<file path="config.mk">
export PLATFORM = sky130hd
export DESIGN_NAME = uart_rx_core
export DESIGN_NICKNAME = d
export VERILOG_FILES = /design/src/rtl/uart_rx_core_pkg.sv /design/src/rtl/uart_rx_core_baud_gen.sv /design/src/rtl/uart_rx_core.sv
export SDC_FILE = /design/constraint.sdc
export NUM_CORES = 1
export LEC_CHECK = 0
export CORE_UTILIZATION = 60
export DETAILED_ROUTE_END_ITERATION = 8
export PLACE_DENSITY = 0.85
export SYNTH_ARGS = -nofsm -noshare
export SYNTH_HDL_FRONTEND = slang
export SYNTH_SLANG_ARGS = --single-unit
</file>
<file path="constraint.sdc">
create_clock -name clk_i -period 4.21 [get_ports clk_i]
set_input_delay 0.6315 -clock clk_i [delete_from_list [all_inputs] [get_ports clk_i]]
set_output_delay 0.6315 -clock clk_i [all_outputs]
set_load 0.03 [all_outputs]
</file>
<file path="src/rtl/uart_rx_core_pkg.sv">
// Shared UART receive types: parity/state enums, latched frame config.
// cfg_clamp() folds raw config inputs into the legal latched form.
package uart_rx_core_pkg;

  localparam int UART_DATA_WIDTH_MAX = 9;

  typedef enum logic [1:0] {
    NONE = 2'b00,
    EVEN = 2'b01,
    ODD  = 2'b10
  } uart_parity_e;

  typedef enum logic [2:0] {
    IDLE,
    START,
    DATA,
    PARITY,
    STOP,
    BREAK
  } uart_rx_state_e;

  typedef struct packed {
    logic [3:0]   data_bits;
    uart_parity_e parity;
    logic         stop_bits;
  } uart_rx_cfg_t;

  function automatic uart_rx_cfg_t cfg_clamp(
    input logic [3:0] bits,
    input logic [1:0] mode,
    input logic       stop,
    input int         wmax
  );
    uart_rx_cfg_t c;
    if (bits < 4'd5)
      c.data_bits = 4'd5;
    else if (int'(bits) > wmax)
      c.data_bits = 4'(wmax);
    else
      c.data_bits = bits;
    case (mode)
      2'b01:   c.parity = EVEN;
      2'b10:   c.parity = ODD;
      default: c.parity = NONE;
    endcase
    c.stop_bits = stop;
    return c;
  endfunction

endpackage

</file>
<file path="src/rtl/uart_rx_core_baud_gen.sv">
// Baud divisor counter with oversample tick and in-bit phase outputs.
// Ports: i_clk, i_rst_n, i_run (hold at reload when 0), i_div, o_tick, o_phase.
module uart_baud_gen #(
  parameter int DIV_WIDTH  = 16,
  parameter int OVERSAMPLE = 16
) (
  input  logic                          i_clk,
  input  logic                          i_rst_n,
  input  logic                          i_run,
  input  logic [DIV_WIDTH-1:0]          i_div,
  output logic                          o_tick,
  output logic [$clog2(OVERSAMPLE)-1:0] o_phase
);

  localparam int PW = $clog2(OVERSAMPLE);
  localparam logic [PW-1:0] PH_MAX = PW'(OVERSAMPLE - 1);

  logic [DIV_WIDTH-1:0] r_cnt;
  logic [PW-1:0]        r_phase;

  assign o_tick  = i_run && (r_cnt == '0);
  assign o_phase = r_phase;

  always_ff @(posedge i_clk or negedge i_rst_n) begin
    if (!i_rst_n) begin
      r_cnt   <= '0;
      r_phase <= '0;
    end else if (!i_run) begin
      r_cnt   <= i_div;
      r_phase <= '0;
    end else if (r_cnt == '0) begin
      r_cnt   <= i_div;
      r_phase <= (r_phase == PH_MAX) ? '0 : r_phase + 1'b1;
    end else begin
      r_cnt <= r_cnt - 1'b1;
    end
  end

endmodule

</file>
<file path="src/rtl/uart_rx_core.sv">
// Configurable UART receiver: sync, 3-sample majority vote, frame FSM.
// Ports: clk/rst, en, rx line, config, data/sideband with valid/ready, pulses.
module uart_rx_core
  import uart_rx_core_pkg::*;
#(
  parameter int DATA_WIDTH_MAX = UART_DATA_WIDTH_MAX,
  parameter int OVERSAMPLE     = 16,
  parameter int DIV_WIDTH      = 16,
  parameter int SYNC_STAGES    = 2
) (
  input  logic                      clk_i,
  input  logic                      rstn_i,
  input  logic                      en_i,
  input  logic                      rx_i,
  input  logic [DIV_WIDTH-1:0]      baud_div_i,
  input  logic [3:0]                data_bits_i,
  input  logic [1:0]                parity_mode_i,
  input  logic                      stop_bits_i,
  output logic [DATA_WIDTH_MAX-1:0] data_o,
  output logic                      parity_err_o,
  output logic                      frame_err_o,
  output logic                      valid_o,
  input  logic                      ready_i,
  output logic                      rx_done_o,
  output logic                      overflow_o,
  output logic                      busy_o
);

  localparam int PW = $clog2(OVERSAMPLE);
  localparam int IW = $clog2(DATA_WIDTH_MAX);
  localparam logic [PW-1:0] PH_S1  = PW'(OVERSAMPLE / 2 - 1);
  localparam logic [PW-1:0] PH_S2  = PW'(OVERSAMPLE / 2);
  localparam logic [PW-1:0] PH_S3  = PW'(OVERSAMPLE / 2 + 1);
  localparam logic [PW-1:0] PH_END = PW'(OVERSAMPLE - 1);

  logic [SYNC_STAGES-1:0]    r_sync;
  logic                      r_prev;
  uart_rx_state_e            r_state;
  uart_rx_cfg_t              r_cfg;
  logic [3:0]                r_bitcnt;
  logic                      r_stopcnt;
  logic                      r_s1, r_s2;
  logic                      r_par, r_perr, r_ferr;
  logic [DATA_WIDTH_MAX-1:0] r_shift;
  logic [DATA_WIDTH_MAX-1:0] r_data;
  logic                      r_perr_o, r_ferr_o;
  logic                      r_valid, r_done, r_ovf;

  logic          w_rx, w_fall, w_run;
  logic          w_tick, w_smp, w_end;
  logic          w_vote, w_ferr;
  logic [PW-1:0] w_phase;

  assign w_rx   = r_sync[SYNC_STAGES-1];
  assign w_fall = r_prev & ~w_rx;
  assign w_run  = (r_state != IDLE);
  // Third sample is the live line; the first two were captured earlier.
  assign w_vote = (r_s1 & r_s2) | (r_s1 & w_rx) | (r_s2 & w_rx);
  assign w_smp  = w_tick && (w_phase == PH_S3);
  assign w_end  = w_tick && (w_phase == PH_END);
  assign w_ferr = r_ferr | ~w_vote;

  uart_baud_gen #(
    .DIV_WIDTH (DIV_WIDTH),
    .OVERSAMPLE(OVERSAMPLE)
  ) u_baud (
    .i_clk  (clk_i),
    .i_rst_n(rstn_i),
    .i_run  (w_run),
    .i_div  (baud_div_i),
    .o_tick (w_tick),
    .o_phase(w_phase)
  );

  always_ff @(posedge clk_i or negedge rstn_i) begin
    if (!rstn_i) begin
      r_sync <= '1;
      r_prev <= 1'b1;
      r_s1   <= 1'b1;
      r_s2   <= 1'b1;
    end else begin
      r_sync <= {r_sync[SYNC_STAGES-2:0], rx_i};
      r_prev <= w_rx;
      if (w_tick && w_phase == PH_S1) r_s1 <= w_rx;
      if (w_tick && w_phase == PH_S2) r_s2 <= w_rx;
    end
  end

  always_ff @(posedge clk_i or negedge rstn_i) begin
    if (!rstn_i) begin
      r_state   <= IDLE;
      r_cfg     <= '0;
      r_bitcnt  <= '0;
      r_stopcnt <= 1'b0;
      r_par     <= 1'b0;
      r_perr    <= 1'b0;
      r_ferr    <= 1'b0;
      r_shift   <= '0;
      r_data    <= '0;
      r_perr_o  <= 1'b0;
      r_ferr_o  <= 1'b0;
      r_valid   <= 1'b0;
      r_done    <= 1'b0;
      r_ovf     <= 1'b0;
    end else begin
      r_done <= 1'b0;
      r_ovf  <= 1'b0;
      if (r_valid && ready_i) r_valid <= 1'b0;
      if (!en_i) begin
        r_state <= IDLE;
      end else begin
        unique case (r_state)
          IDLE: begin
            if (w_fall) begin
              r_state   <= START;
              r_cfg     <= cfg_clamp(data_bits_i, parity_mode_i,
                                     stop_bits_i, DATA_WIDTH_MAX);
              r_bitcnt  <= '0;
              r_stopcnt <= 1'b0;
              r_shift   <= '0;
              r_par     <= 1'b0;
              r_perr    <= 1'b0;
              r_ferr    <= 1'b0;
            end
          end
          START: begin
            if (w_smp && w_vote) r_state <= IDLE;
            else if (w_end)      r_state <= DATA;
          end
          DATA: begin
            if (w_smp) begin
              r_shift[r_bitcnt[IW-1:0]] <= w_vote;
              r_par <= r_par ^ w_vote;
            end
            if (w_end) begin
              r_bitcnt <= r_bitcnt + 4'd1;
              if (r_bitcnt == r_cfg.data_bits - 4'd1)
                r_state <= (r_cfg.parity == NONE) ? STOP : PARITY;
            end
          end
          PARITY: begin
            if (w_smp)
              r_perr <= (r_par ^ w_vote) != (r_cfg.parity == ODD);
            if (w_end) r_state <= STOP;
          end
          STOP: begin
            if (w_smp) begin
              if (r_stopcnt == r_cfg.stop_bits) begin
                r_done <= 1'b1;
                if (!r_valid || ready_i) begin
                  r_valid  <= 1'b1;
                  r_data   <= r_shift;
                  r_perr_o <= r_perr;
                  r_ferr_o <= w_ferr;
                end else begin
                  r_ovf <= 1'b1;
                end
                // A low line after a bad stop is a break; park until high.
                r_state <= (w_ferr && !w_rx) ? BREAK : IDLE;
              end else begin
                r_ferr <= w_ferr;
              end
            end
            if (w_end) r_stopcnt <= 1'b1;
          end
          BREAK: begin
            if (w_rx) r_state <= IDLE;
          end
          default: r_state <= IDLE;
        endcase
      end
    end
  end

  assign data_o       = r_data;
  assign parity_err_o = r_perr_o;
  assign frame_err_o  = r_ferr_o;
  assign valid_o      = r_valid;
  assign rx_done_o    = r_done;
  assign overflow_o   = r_ovf;
  assign busy_o       = (r_state != IDLE);

endmodule
</file>
==> results.cfg <==
[layout]
final_layout_size_suffix_gt1_frac = 0.111
fin_cells = 470
fillers = 367
final_cell_mix = dfrtp_1, nor2_1, clkdlybuf4s50_1
multi_input_area_sq_um = 1680
area_growth_pct = 20.8
seq_area_sq_um = 1660
final_nets = 431
final_area_sq_um = 4150
insertedDiodeCount = 0
final_common_cell = dfrtp_1

[synthesis]
synth-adder-area-share = 0.0394
avgSynthCellArea_sq_um = 9.77
synth.net_count = 389
synth_seq_cells = 66
synthSimpleGateAreaFrac = 0.201
synth_top_family_by_area = simple AND/OR/NAND/NOR gates
syn_inst = 351
synth_xor_area_frac = 0.0562
async_flop_share = 1.00
synth_area_sq_um = 3430
synth-warning-count = 0
muxShareOfSynthArea = 0.0755
synth-main-ff-cell = dfrtp_1
ys_seq_area_frac = 0.483
synth_edf_count = 0
yosys.cell_types.count = 45
synth_compound_area_frac = 0.115

[setup_path]
crit_type = reg2out
worstPathRequired_ns = 3.58
crit_path_max_incr_delay_ns = 0.66
critical_path_peak_fanout = 12
crit_path_top_delay_cell = clkdlybuf4s50_1
crit_arrival_ns = 2.46
worstPathCellList = nor3_1 > inv_1 > clkdlybuf4s50_1
crit_path_end_kind = output pin
critPathLaunchType = flop
r2r_setup_slack_ns = 1.35

[route]
viasPerCell = 5.99
first_pass_iters = 7
antenna_left = 0
num_vias = 2813
wl_per_cell_microns = 16.0
drt_iter0_markers = 230
totalWireLength_mm = 7.53
route.detailed.drc = 2

[placed_design]
placed_cell_area_sq_um = 3900
dp.final_hpwl_mm = 5.21
dp_slack_ns = 1.37
place_congestion = 0.853
portBuffers = 42
dp.cells = 454

[power_and_ir_drop]
p_leak_nw = 1.83
fin_total_pwr_mw = 2.17
ir_drop_mv = 0.359
powerDensity_nw_per_um2 = 523

[grt]
gr-total-overflow = 0
use_met3 = 0.0447
grt.busiest_layer = met2
grt_pass1_vias = 2743
antenna_found_initial = 0
met1_usage = 0.348
grtUsageTotal = 0.275
use_met2 = 0.454
grt_pass1_wl_mm = 12.7
grt_start_max_net_pins = 36

[floorplan]
coreArea_sq_um = 5510
die_area_sq_um = 6020
die_y_microns = 77.6
num_rows = 27
start_util = 0.623
die_w_microns = 77.6
io_pins = 43

[clock_tree]
postCtsHoldBufs = 0
cts_made_buffers = 9
clkTransAtPathRegs_ns = 0.07
clk_path_buf_depth = 2
post_cts_buffers = 0
cts_resized = 0
ctsRootBufferMaster = clkbuf_8
cts_tree = built
worstSkewPairLatency_ns = 0.35
cts_sinks = 66
cts_max_level = 3

[flow_run]
cap_violations = 0

[min_path]
worstHoldPathType = in2async

[timing]
finalHoldViolCount = 0
min_period_ns = 3.09
fin_skew_ns = 0.0113
finalSetupViolCount = 0
tightest_slew_ns = 1.19
drv_slew = 0
worst_slack_ns = 1.12
tns_ns = 0
slew_headroom = 0.203
rsz0062_at_grt = no
fmax_ghz = 0.323
finalCritPeriodShare = 0.735

[outcome]
violations = DRC
outcome = finished with violations
metal layers:
metal	wire length, microns	up-vias
met4	203	0
met5	0	-
met2	3730	117
li1	-	1310
met1	3210	1363
met3	387	23
layout make-up:
cell class / instances / area share
Clock inverter: 6 / 0.0278
Inverter: 13 / 0.0118
Clock buffer: 10 / 0.0308
Sequential cell: 66 / 0.400
Tap cell: 72 / 0.0217
Timing Repair Buffer: 44 / 0.104
Multi-Input combinational cell: 259 / 0.404
path summary, 6_finish.rpt:
kind                                            from                     end  cells past startpoint
max in group asynchronous                     rstn_i   data_o[5]$_DFFE_PN0P_                      2
setup reg to reg           u_baud.r_cnt[0]$_DFF_PN0_   data_o[4]$_DFFE_PN0P_                      9
min in group clk_i               r_sync[0]$_DFF_PN1_     r_sync[1]$_DFF_PN1_                      0
hold / removal                                rstn_i  r_state[2]$_DFFE_PN0P_                      1
setup / recovery              r_state[0]$_DFFE_PN0P_                  busy_o                      3
hold reg to reg                  r_sync[0]$_DFF_PN1_     r_sync[1]$_DFF_PN1_                      0
cells by family after synthesis:
| logic type | after synthesis |
|---|---|
| adder cells (fa/ha/maj) | 11 |
| buffers and inverters | 26 |
| XOR/XNOR | 22 |
| AND/OR/NAND/NOR | 136 |
| AO/OA/AOI/OAI | 66 |
| flip-flops | 66 |
| multiplexers | 24 |
flip-flops by register name (all words and copies together), names as in the netlist, 2 cells and up:
name and cells:
r_state 3, r_sync 2, u_baud.r_cnt 16, u_baud.o_phase 4, r_shift 9, data_o 9, r_cfg 7, r_bitcnt 4
cell usage after synthesis, types with 2 or more instances:
cell type  instances  area share
nand2_1           31       0.034
nand3b_1           3      0.0066
nand3_1           11       0.016
o21ai_0           18       0.026
o211ai_1          10       0.022
or3_1              6       0.011
dfstp_2            5       0.038
nor2b_1            5      0.0091
or4_1              3      0.0066
a21o_1             2      0.0044
o31ai_1            4      0.0088
nor2_1            47       0.051
clkbuf_1          11       0.012
mux2_2            14       0.046
xnor2_1           13       0.033
inv_1             12       0.013
dfrtp_1           61        0.44
buf_2              2      0.0029
nor4_4             2       0.012
mux2i_1            9       0.026
xor2_1             9       0.023
a31oi_1            4      0.0073
and3_1             2      0.0036
a21oi_1           22       0.032
nor3_1            13       0.019
nand2b_1           4      0.0073
ha_1              10       0.036
power by group:
| group | internal (mW) | switching (mW) |
|---|---|---|
| Clock | 0.395 | 0.250 |
| Combinational | 0.261 | 0.345 |
| Sequential | 0.755 | 0.160 |
through the flow:
| step | hold WS [ns] | utilization |
|---|---|---|
| floorplan | 0.336 | - |
| global placement | 0.348 | 0.709 |
| detailed placement | 0.355 | 0.709 |
| CTS | 0.362 | 0.753 |
| global route | 0.364 | 0.753 |
| finish | 0.363 | 0.753 |
worst max-delay path: cells and delay by family, from the launching register on:
kind	cells	cell delay [ns]
buffers and inverters	2	0.96
DFF	1	0.50
and+or+nand+nor	1	0.65
(Power assumes the default switching activity.)
